--- config.mk ---
export PLATFORM = sky130hd
export DESIGN_NAME = instr_fetch
export DESIGN_NICKNAME = d
export VERILOG_FILES = /design/src/rtl/instr_fetch.sv
export SDC_FILE = /design/constraint.sdc
export NUM_CORES = 1
export LEC_CHECK = 0
export ABC_AREA = 1
export CAP_MARGIN = 25
export CORE_MARGIN = 2
export CORE_UTILIZATION = 40
export CTS_CLUSTER_DIAMETER = 200
export DETAILED_ROUTE_END_ITERATION = 7
export GPL_TIMING_DRIVEN = 0
export PLACE_DENSITY = 0.73
export RECOVER_POWER = 25
export SYNTH_ARGS = -nofsm -noshare
export SYNTH_HDL_FRONTEND = slang
export SYNTH_SLANG_ARGS = --single-unit
--- constraint.sdc ---
create_clock -name clk -period 2.77 [get_ports clk]
set_input_delay 0.554 -clock clk [delete_from_list [all_inputs] [get_ports clk]]
set_output_delay 0.554 -clock clk [all_outputs]
set_load 0.005 [all_outputs]
--- src/rtl/instr_fetch.sv ---
// Instruction fetch: issues imem word reads, captures data 1 cycle later and queues it in a 2-entry buffer for decode.
// First out_valid 2 edges after reset/redirect; issue stalls when buffer+inflight would exceed 2 (out_ready low).
module instr_fetch #(
  parameter logic [31:0] RESET_PC    = 32'h0000_1000,
  parameter logic [19:0] IMEM_REGION = 20'h00001,
  parameter int          ADDR_WIDTH  = 10
) (
  input  logic                  clk,
  input  logic                  rst_n,
  output logic [ADDR_WIDTH-1:0] imem_address,
  input  logic [31:0]           imem_data_in,
  input  logic                  redirect_valid,
  input  logic [31:0]           redirect_pc,
  output logic                  out_valid,
  input  logic                  out_ready,
  output logic [31:0]           out_instr,
  output logic [31:0]           out_pc,
  output logic                  out_fault
);

  typedef enum logic {S_RUN, S_HALT} state_e;

  state_e      state_q, state_d;
  logic [31:0] req_pc_q, req_pc_d;
  logic        inflight_q, inflight_d;
  logic [31:0] resp_pc_q, resp_pc_d;
  logic        resp_fault_q, resp_fault_d;
  logic [31:0] ent_pc_q [2];
  logic [31:0] ent_pc_d [2];
  logic [31:0] ent_instr_q [2];
  logic [31:0] ent_instr_d [2];
  logic        ent_fault_q [2];
  logic        ent_fault_d [2];
  logic        rd_ptr_q, rd_ptr_d;
  logic        wr_ptr_q, wr_ptr_d;
  logic [1:0]  count_q, count_d;

  logic       pop;
  logic       push;
  logic       can_issue;
  logic       illegal;
  logic [2:0] occupancy;

  assign imem_address = req_pc_q[ADDR_WIDTH+1:2];
  assign out_valid    = (count_q != 2'd0);
  assign out_pc       = out_valid ? ent_pc_q[rd_ptr_q]    : 32'h0;
  assign out_instr    = out_valid ? ent_instr_q[rd_ptr_q] : 32'h0;
  assign out_fault    = out_valid ? ent_fault_q[rd_ptr_q] : 1'b0;

  assign pop       = out_valid && out_ready;
  assign push      = inflight_q && !redirect_valid;
  assign illegal   = (req_pc_q[31:12] != IMEM_REGION) || (req_pc_q[1:0] != 2'b00);
  // Slots already promised (buffered + inflight) must leave room once this cycle's pop retires.
  assign occupancy = {1'b0, count_q} + {2'b00, inflight_q};
  assign can_issue = (state_q == S_RUN) && !redirect_valid &&
                     (occupancy < (3'd2 + {2'b00, pop}));

  always_comb begin
    state_d      = state_q;
    req_pc_d     = req_pc_q;
    inflight_d   = inflight_q;
    resp_pc_d    = resp_pc_q;
    resp_fault_d = resp_fault_q;
    ent_pc_d     = ent_pc_q;
    ent_instr_d  = ent_instr_q;
    ent_fault_d  = ent_fault_q;
    rd_ptr_d     = rd_ptr_q;
    wr_ptr_d     = wr_ptr_q;
    count_d      = count_q;

    if (redirect_valid) begin
      state_d    = S_RUN;
      req_pc_d   = redirect_pc;
      inflight_d = 1'b0;
      rd_ptr_d   = 1'b0;
      wr_ptr_d   = 1'b0;
      count_d    = 2'd0;
    end else begin
      if (pop) begin
        rd_ptr_d = ~rd_ptr_q;
      end
      if (push) begin
        ent_pc_d[wr_ptr_q]    = resp_pc_q;
        ent_instr_d[wr_ptr_q] = resp_fault_q ? 32'h0 : imem_data_in;
        ent_fault_d[wr_ptr_q] = resp_fault_q;
        wr_ptr_d              = ~wr_ptr_q;
        inflight_d            = 1'b0;
      end
      count_d = count_q + {1'b0, push} - {1'b0, pop};
      if (can_issue) begin
        inflight_d   = 1'b1;
        resp_pc_d    = req_pc_q;
        resp_fault_d = illegal;
        if (illegal) begin
          state_d = S_HALT;
        end else begin
          req_pc_d = req_pc_q + 32'd4;
        end
      end
    end
  end

  always_ff @(posedge clk or negedge rst_n) begin
    if (!rst_n) begin
      state_q      <= S_RUN;
      req_pc_q     <= RESET_PC;
      inflight_q   <= 1'b0;
      resp_pc_q    <= 32'h0;
      resp_fault_q <= 1'b0;
      ent_pc_q     <= '{default: '0};
      ent_instr_q  <= '{default: '0};
      ent_fault_q  <= '{default: '0};
      rd_ptr_q     <= 1'b0;
      wr_ptr_q     <= 1'b0;
      count_q      <= 2'd0;
    end else begin
      state_q      <= state_d;
      req_pc_q     <= req_pc_d;
      inflight_q   <= inflight_d;
      resp_pc_q    <= resp_pc_d;
      resp_fault_q <= resp_fault_d;
      ent_pc_q     <= ent_pc_d;
      ent_instr_q  <= ent_instr_d;
      ent_fault_q  <= ent_fault_d;
      rd_ptr_q     <= rd_ptr_d;
      wr_ptr_q     <= wr_ptr_d;
      count_q      <= count_d;
    end
  end

  a_no_push_when_full: assert property (@(posedge clk) disable iff (!rst_n)
    !(push && (count_q == 2'd2) && !pop));

endmodule

After elaboration in Yosys (flattened, before gate mapping)
Index checks and enable logic that the tools add are counted.
{ "word_totals": {"romBits": 0, "register_bits": 201, "memories": 0, "out_inout_bits": 76, "ramBits": 0, "latch_bits": 0, "word_cells": 83} }
{ "op_classes": {"eq_ne": 2, "bitwise": 6, "shift": 0, "n_div": 0, "n_reduce_logical": 18, "addsub": 5, "n_mul": 0, "order_cmp": 4, "muxes": 34} }
{ "op_table": {"columns": ["operator", "count"], "rows": [
  ["two-way mux 32 bit", 13],
  ["bitwise mux 64 bit", 2],
  ["adder 32 x 3 -> 32 bit (second input constant)", 1],
  ["demux 32 bit (select 1 bit)", 1],
  ["inequality test 20 x 1 -> 1 bit (second input constant)", 1],
  ["two-way mux 1 bit", 15],
  ["nonzero test 2 bit", 6],
  ["AND reduction 2 bit", 4],
  ["logical AND 1 bit", 5],
  ["greater-or-equal comparator 2 bit (second input constant)", 2],
  ["NOT 1 bit", 4],
  ["NOT 1 -> 2 bit", 2],
  ["adder 2 x 1 -> 3 bit", 1],
  ["adder 2 x 1 -> 3 bit (first input constant)", 1],
  ["< comparator 3 bit", 1],
  ["nonzero test 3 bit", 1],
  ["adder 2 x 1 -> 2 bit", 1],
  ["bitwise mux 2 bit", 1],
  ["< comparator 2 x 1 -> 1 bit (second input constant)", 1],
  ["two-way mux 2 bit", 1],
  ["inequality test 2 bit (second input constant)", 1],
  ["subtractor 2 x 1 -> 2 bit", 1],
  ["demux 1 bit (select 1 bit)", 1],
  ["zero test 1 bit", 1],
  ["logical OR 1 bit", 1]
]} }

Depth between registers and ports, before layout
Gate-level depths: netlist of run 1.
{ "depth": {"depth_word": 7, "mapped_depth": 10} }

Worst setup path before layout of run 1
OpenSTA, ideal clock, no wires.
{ "synth_timing": {"kind": "reg-to-output", "start": "register rd_ptr_q", "end": "output port out_pc[22]", "setup_slack_ps": 1140, "t_arrival_ps": 1076, "stages_incl_launch_ff": 6, "n_path_buf": 2, "required_time_ps": 2216, "path_cell_list": "dfrtp_1 -> buf_2 -> clkinv_1 -> clkbuf_1 -> nand2_1 -> a21oi_1"} }
{ "synth_via": {"elab_chain_len": 5} }
{ "synth_lines": {"columns": ["item", "line", "text"], "rows": [
  ["start: declaration", "34", "logic rd_ptr_q, rd_ptr_d;"],
  ["start signal: assignment", "125", "rd_ptr_q <= rd_ptr_d;"],
  ["NOT 1 -> 2 bit (implied by the code)", "46", "assign out_pc = out_valid ? ent_pc_q[rd_ptr_q] : 32'h0;"],
  ["two-way mux 32 bit (implied by the code) (3 in series)", "46", null],
  ["two-way mux 32 bit", "46", null],
  ["end: declaration", "17", "output logic [31:0] out_pc,"]
]} }
Every way passes these cells. The select of a mux whose other input is x is not followed.

Worst setup path in the final report of run 1
{ "layout_timing": {"start": "register count_q[1]", "end": "output port out_instr[3]"} }
{ "layout_via": {"elab_chain_len": 2} }
{ "layout_lines": {"columns": ["item", "line", "text"], "rows": [
  ["start: declaration", "36", "logic [1:0] count_q, count_d;"],
  ["start signal: assignment", "127", "count_q <= count_d;"],
  ["nonzero test 2 bit", "45", "assign out_valid = (count_q != 2'd0);"],
  ["two-way mux 32 bit", "47", "assign out_instr = out_valid ? ent_instr_q[rd_ptr_q] : 32'h0;"],
  ["end: declaration", "16", "output logic [31:0] out_instr,"]
]} }
Every way passes these cells.

==> results.json, run 1 <==
{
  "leakagePower_uw": 0.006177,
  "violated_checks": "max-capacitance violations, max-slew violations",
  "clk_path_buf_depth": 3,
  "critPathKind": "reg -> out",
  "status": "finished, violations left",
  "finalPower_uw": 11330,
  "slew-limit-headroom_pct": -27.43,
  "post_layout_nonfiller_instances": 1679,
  "place_area_mm2": 0.01117,
  "area_delta_synth_final_pct": 31.83,
  "critical_path_peak_fanout": 10,
  "post-synth-top-count-cell": "sky130_fd_sc_hd__nand2_1",
  "postSynthNetCount": 1248,
  "clk_pin_slew_worst_paths_ns": 0.06,
  "wl_per_cell_um": 14.68,
  "synthArstFlopShare_pct": 100.0,
  "total_detailed_routing_wirelength_um": 24650,
  "groute.usage.overall_pct": 19.96,
  "unrepaired_setup_endpoints_after_global_routing": "yes",
  "power_per_cell_area_mw_per_mm2": 922.7,
  "cts_tree": "done",
  "ys.flop_type": "sky130_fd_sc_hd__dfrtp_1",
  "synth_top_area_cell": "sky130_fd_sc_hd__dfrtp_1",
  "achievable_frequency_ghz": 0.3628,
  "r2r-end": "resp_fault_q$_DFFE_PN0P_",
  "fin_crit_ns": 2.757,
  "reg2reg_from": "count_q[0]$_DFF_PN0_",
  "detail_route.drc_violations": 0,
  "synth_common_cells": "sky130_fd_sc_hd__nand2_1 (394), sky130_fd_sc_hd__dfrtp_1 (200), sky130_fd_sc_hd__o21ai_0 (142), sky130_fd_sc_hd__inv_1 (125), sky130_fd_sc_hd__a21oi_1 (67)",
  "min_from": "ent_instr_q[47]$_DFFE_PN0P_",
  "hold_class": "reg -> reg",
  "grt_first_pass_wirelength_um": 39460,
  "sequential_fraction_of_the_synthesis_area_pct": 54.01,
  "vias": 8174,
  "pin_count_of_the_biggest_net_entering_global_routing": 128,
  "ctsRootBufferMaster": "sky130_fd_sc_hd__clkbuf_16",
  "place_congestion": 0.7991,
  "leading_cell_types_by_total_area_after_synthesis": "sky130_fd_sc_hd__dfrtp_1 (54%), sky130_fd_sc_hd__nand2_1 (16%), sky130_fd_sc_hd__o21ai_0 (7.6%), sky130_fd_sc_hd__inv_1 (5.0%), sky130_fd_sc_hd__a21oi_1 (3.6%)",
  "die_x_um": 156.6,
  "reg2reg_depth": 10,
  "synth_edf_count": 0,
  "finalHoldViolations": 0,
  "critPathLaunchType": "flop",
  "floorplan.initialDensity_pct": 40.90,
  "port_buffers": 143,
  "worst_ep_arrival_time_ns": 2.20,
  "grt_pass1_vias": 8013,
  "fraction_of_final_layout_cells_with_drive_strength_greater_than_1_pct": 11.27,
  "placed_cells": 1632,
  "detail_route.iter0.violations": 461,
  "h-tree-depth": 1,
  "core_area_mm2": 0.02278,
  "firstDrtPassIters": 5,
  "chipHeight_um": 156.6,
  "numCtsBuffers": 24,
  "top_level_i_o_count": 144,
  "drv_slew": 75,
  "clock-skew-final_ns": 0.01573,
  "endpoint_kind": "output pin",
  "detail_route.vias_per_cell": 4.868,
  "hold_path_stages": 2,
  "actual_slew_at_the_worst_max_slew_pin_ns": 1.911,
  "placementRows": 55,
  "grt_overflow": 0,
  "crit_required_ns": 2.22,
  "worst_skew_pair.late_latency_ns": 0.52,
  "synth_area_mm2": 0.009315,
  "design.die.area_mm2": 0.02453,
  "detailed_place_hpwl_um": 16890,
  "final_min_period_over_clock_period_pct": 99.52,
  "setup_ws_ns": 0.01339,
  "ys_seq_elements": 201,
  "synth_cells": 1175,
  "antenna_left": 0,
  "synth_top_cell_area_share_pct": 53.73,
  "yosysUniqueCellTypes": 29,
  "synth_warnings": 0,
  "number_of_max_cap_violations": 1,
  "timing.hold.ws_ns": 0.4668,
  "place_worst_setup_slack_ns": 0.1827,
  "nNetsFinal": 1423,
  "worst_ir_drop_vdd_mv": 0.5111,
  "antenna_violations_before_repair": 1,
  "timing.hold.worst_endpoint": "ent_instr_q[47]$_DFFE_PN0P_",
  "rrSetupSlack_ns": 0.82,
  "cts.sink_count": 201,
  "final_cell_area_mm2": 0.01228,
  "n_antenna_cell": 0,
  "syn_area_per_cell_um2": 7.928,
  "final-setup-viol-count": 0
}
-- critical path: stages (launching register included) --
cell,delay [ns]
sky130_fd_sc_hd__dfrtp_1,0.39
sky130_fd_sc_hd__inv_2,0.08
sky130_fd_sc_hd__nand2_4,0.12
sky130_fd_sc_hd__buf_2,0.22
sky130_fd_sc_hd__o21ai_0,0.16
sky130_fd_sc_hd__a21oi_2,0.18
sky130_fd_sc_hd__clkdlybuf4s50_1,0.52
-- registers in the layout, summed over array words and instances, names as in the netlist --
signal        count
inflight_q        1
ent_pc_q         64
ent_fault_q       2
count_q           2
resp_pc_q        32
req_pc_q         32
rd_ptr_q          1
wr_ptr_q          1
resp_fault_q      1
state_q           1
ent_instr_q      64
-- worst max path at each step --
stage	start	to	slack, ns	depth (start not counted)
final	count_q[1]$_DFF_PN0_	out_instr[3]	0.01	6
after global routing	count_q[1]$_DFF_PN0_	out_instr[3]	-0.06	6
after CTS	count_q[0]$_DFF_PN0_	out_pc[17]	-0.02	6
after detailed placement	rd_ptr_q$_DFFE_PN0P_	out_pc[17]	0.18	6
after global placement	rst_n	ent_instr_q[8]$_DFFE_PN0P_	-7.07	1
after floorplan	rd_ptr_q$_DFFE_PN0P_	out_pc[22]	1.14	5
-- logic make-up (layout without fill, tap and decap cells) --
family	Yosys count	after routing	share of synthesized area, %
AND/OR/NAND/NOR	511	512	21.59
AO/OA/AOI/OAI	239	239	13.20
buffers and inverters	214	404	10.06
flip-flops	201	201	54.01
adder cells (fa/ha/maj)	5	5	0.6716
XOR/XNOR	5	5	0.4702
-- metal layers --
layer	up-vias	global-route usage [%]	wire [um]
li1	4013	-	-
met1	3879	26.47	10730
met2	245	34.11	11960
met3	37	2.963	1420
met4	0	5.723	546
met5	-	0	0
-- layout make-up --
type | instances | area (um2)
Inverter | 134 | 508.0
Multi-Input combinational cell | 761 | 3492
Tap cell | 313 | 391.6
Sequential cell | 201 | 5031
Clock inverter | 10 | 121.4
Fill cell | 2112 | 10500
Clock buffer | 32 | 680.7
Buffer | 80 | 514.2
Timing Repair Buffer | 148 | 1541
-- placed cells by master, fill, tap and decap left out, drive strengths merged --
| cell type | n |
|---|---|
| dfstp | 1 |
| dfrtp | 200 |
| buf | 61 |
| o21a | 1 |
| nand4 | 3 |
| inv | 133 |
| ha | 5 |
| clkdlybuf4s50 | 124 |
| o21ai | 168 |
| a21oi | 67 |
| clkinvlp | 1 |
| xor2 | 3 |
| bufinv | 2 |
| nor2 | 65 |
| a31oi | 2 |
| dlymetal6s2s | 18 |
| nand3 | 45 |
| nor3 | 1 |
| o21bai | 1 |
| xnor2 | 2 |
| nand2 | 398 |
| clkinv | 8 |
| clkbuf | 57 |
-- repair_timing --
item	in CTS	in global routing
pin swaps	0	1
gates resized for setup	46	58
cloned	0	1
hold buffers	0	0
setup buffers	0	4
setup endpoints to repair	64	60
-- through the flow --
stage | util, % | setup TNS [ns]
CTS | 53.06 | -0.1011
global placement | 48.90 | -1414.39
floorplan | - | 0
detailed placement | 49.04 | 0
global route | 53.91 | -0.4785
finish | 53.91 | 0
-- power breakdown --
group	switching, uW	internal (uW)
clock	1240	1920
sequential	485	3880
combinational	2220	1590
total	3940	7390
No activity file was read; power rests on OpenSTA's default activity.
==> run 2, diff against run 1 <==
--- a/config.mk
+++ b/config.mk
@@ -14,6 +14,7 @@
 export GPL_TIMING_DRIVEN = 0
 export PLACE_DENSITY = 0.73
 export RECOVER_POWER = 25
+export SKIP_CTS_REPAIR_TIMING = 1
 export SYNTH_ARGS = -nofsm -noshare
 export SYNTH_HDL_FRONTEND = slang
 export SYNTH_SLANG_ARGS = --single-unit
==> run 2 against run 1 <==
  * Count of clock-buffer cells in the layout unchanged
  * Die area unchanged
  * Power down 2.5%
  * Largest power group unchanged
  * Global-route usage down 0.13 points
  * Via count down 0.92%
  * Highest routed layer unchanged
  * Hold slack worse by 0.0015 ns
  * Largest cell class unchanged
  * Sequential power about the same
  * The flow finishes with violations (max-capacitance violations, max-slew violations, negative setup slack)
  * First-iteration DRC count down 2.6%
  * Non-clock buffer count down 4
  * Core utilization down 0.82 points
  * Sequential cell count unchanged
  * Wire length down 2.2%
==> results.json, run 2 (synthesis results as in run 1) <==
{
  "status": "finished, violations left",
  "violated_checks": "max-capacitance violations, max-slew violations, negative setup slack",
  "critPathLaunchType": "flop",
  "hold_class": "reg -> reg",
  "worst_skew_pair.late_latency_ns": 0.52,
  "numCtsBuffers": 24,
  "placementRows": 55,
  "critical_path_peak_fanout": 10,
  "timing.critical_path.slowest_cell_delay_ns": 0.53,
  "antenna_left": 0,
  "h-tree-depth": 1,
  "detail_route.drc_violations": 0,
  "critical_path_depth": 6,
  "clk_pin_slew_worst_paths_ns": 0.06,
  "firstDrtPassIters": 7,
  "detailed_place_hpwl_um": 16890,
  "worst_path_dominant_cell_family": "buffers and inverters",
  "worst_ep_arrival_time_ns": 2.25,
  "nNetsFinal": 1418,
  "cp_slowest_cell": "sky130_fd_sc_hd__clkdlybuf4s50_1",
  "placed_cells": 1632,
  "number_of_max_cap_violations": 1,
  "final-setup-viol-count": 3,
  "floorplan.initialDensity_pct": 40.90,
  "endpoint_kind": "output pin",
  "pin_count_of_the_biggest_net_entering_global_routing": 128,
  "vias": 8099,
  "ctsRootBufferMaster": "sky130_fd_sc_hd__clkbuf_16",
  "reg2reg_from": "count_q[0]$_DFF_PN0_",
  "setup_ws_ns": -0.03451,
  "final_min_period_over_clock_period_pct": 101.2,
  "grt_first_pass_wirelength_um": 39210,
  "wl_per_cell_um": 14.40,
  "worstSetupStartpoint": "rd_ptr_q$_DFFE_PN0P_",
  "chipHeight_um": 156.6,
  "cts_tree": "done",
  "achievable_frequency_ghz": 0.3566,
  "clock-skew-final_ns": 0.01728,
  "grt_overflow": 0,
  "post_layout_nonfiller_instances": 1674,
  "biggestRegsByFlops": "ent_instr_q: 64 flops, ent_pc_q: 64 flops",
  "buffer_and_inverter_count_on_the_worst_path": 4,
  "fin_crit_ns": 2.805,
  "slew-limit-headroom_pct": -27.32,
  "top_level_i_o_count": 144,
  "crit_required_ns": 2.22,
  "port_buffers": 143,
  "design.die.area_mm2": 0.02453,
  "layout_common_cells": "sky130_fd_sc_hd__nand2_1 (394), sky130_fd_sc_hd__dfrtp_1 (200), sky130_fd_sc_hd__o21ai_0 (142), sky130_fd_sc_hd__clkdlybuf4s50_1 (141), sky130_fd_sc_hd__inv_1 (125)",
  "reg2reg_depth": 8,
  "fraction_of_final_layout_cells_with_drive_strength_greater_than_1_pct": 10.14,
  "area_delta_synth_final_pct": 29.82,
  "actual_slew_at_the_worst_max_slew_pin_ns": 1.910,
  "core_area_mm2": 0.02278,
  "power_per_cell_area_mw_per_mm2": 913.8,
  "worst_ir_drop_vdd_mv": 0.4562,
  "n_antenna_cell": 0,
  "clk_path_buf_depth": 3,
  "r2r-end": "resp_fault_q$_DFFE_PN0P_",
  "detail_route.iter0.violations": 449,
  "critical_path.endpoint": "out_pc[11]",
  "die_x_um": 156.6,
  "finalPower_uw": 11050,
  "cts.sink_count": 201,
  "detail_route.vias_per_cell": 4.838,
  "finalHoldViolations": 0,
  "place_congestion": 0.7991,
  "groute.usage.overall_pct": 19.83,
  "sum_neg_setup_slack_ns": -0.07277,
  "unrepaired_setup_endpoints_after_global_routing": "yes",
  "crit_path_cell_trace": "buf_2 > clkinvlp_4 > clkbuf_4 > nand2_1 > a21oi_1 > clkdlybuf4s50_1",
  "leakagePower_uw": 0.005832,
  "rrSetupSlack_ns": 1.05,
  "place_worst_setup_slack_ns": 0.1827,
  "grt_pass1_vias": 7995,
  "total_detailed_routing_wirelength_um": 24100,
  "drv_slew": 75,
  "critPathKind": "reg -> out",
  "antenna_violations_before_repair": 0,
  "final_common_cell": "sky130_fd_sc_hd__nand2_1"
}
[run 2: layer usage]
layer  GRT usage [%]  part of all wire (%)  vias up
li1                -                     -     4001
met1           26.20                    44     3811
met2           33.71                    49      248
met3           2.963                   5.4       39
met4           6.247                   2.3        0
met5               0                     0        -
[run 2: worst min-delay path by stage]
stage | startpoint | endpoint | slack [ns] | cells past startpoint
final | ent_instr_q[48]$_DFFE_PN0P_ | ent_instr_q[48]$_DFFE_PN0P_ | 0.47 | 2
after global routing | ent_instr_q[61]$_DFFE_PN0P_ | ent_instr_q[61]$_DFFE_PN0P_ | 0.49 | 2
after CTS | rst_n | resp_pc_q[28]$_DFFE_PN0P_ | 0.01 | 1
after detailed placement | ent_instr_q[54]$_DFFE_PN0P_ | ent_instr_q[54]$_DFFE_PN0P_ | 0.45 | 2
after global placement | ent_instr_q[37]$_DFFE_PN0P_ | ent_instr_q[37]$_DFFE_PN0P_ | 0.45 | 2
after floorplan | rst_n | count_q[0]$_DFF_PN0_ | 0.26 | 0
[run 2: worst register-to-register path, delay by kind of cell, from the launching register on]
family                   cells  cell delay [ns]
AND/OR/NAND/NOR              3             0.42
adder cells (fa/ha/maj)      2             0.37
AO/OA/AOI/OAI                1             0.13
flip-flops                   1             0.40
buffers and inverters        2             0.27
[run 2: layout make-up]
type / instances / area, um2
Buffer: 80 / 483.0
Tap cell: 313 / 391.6
Multi-Input combinational cell: 760 / 3422
Fill cell: 2144 / 10690
Inverter: 134 / 506.7
Timing Repair Buffer: 144 / 1456
Clock buffer: 32 / 680.7
Clock inverter: 10 / 121.4
Sequential cell: 201 / 5031
[run 2: stage by stage]
step	utilization (%)	area [um2]	hold WS [ns]
after detailed placement	49.04	11170	0.4540
after floorplan	-	9315	0.2584
after global placement	48.90	11140	0.4475
after CTS	52.56	11970	0.01069
after global routing	53.09	12090	0.4855
final	53.09	12090	0.4653
[run 2: where the power goes]
part	switching, uW	internal, uW
registers	478	3880
clock network	1230	1920
logic	2080	1460
total	3790	7260
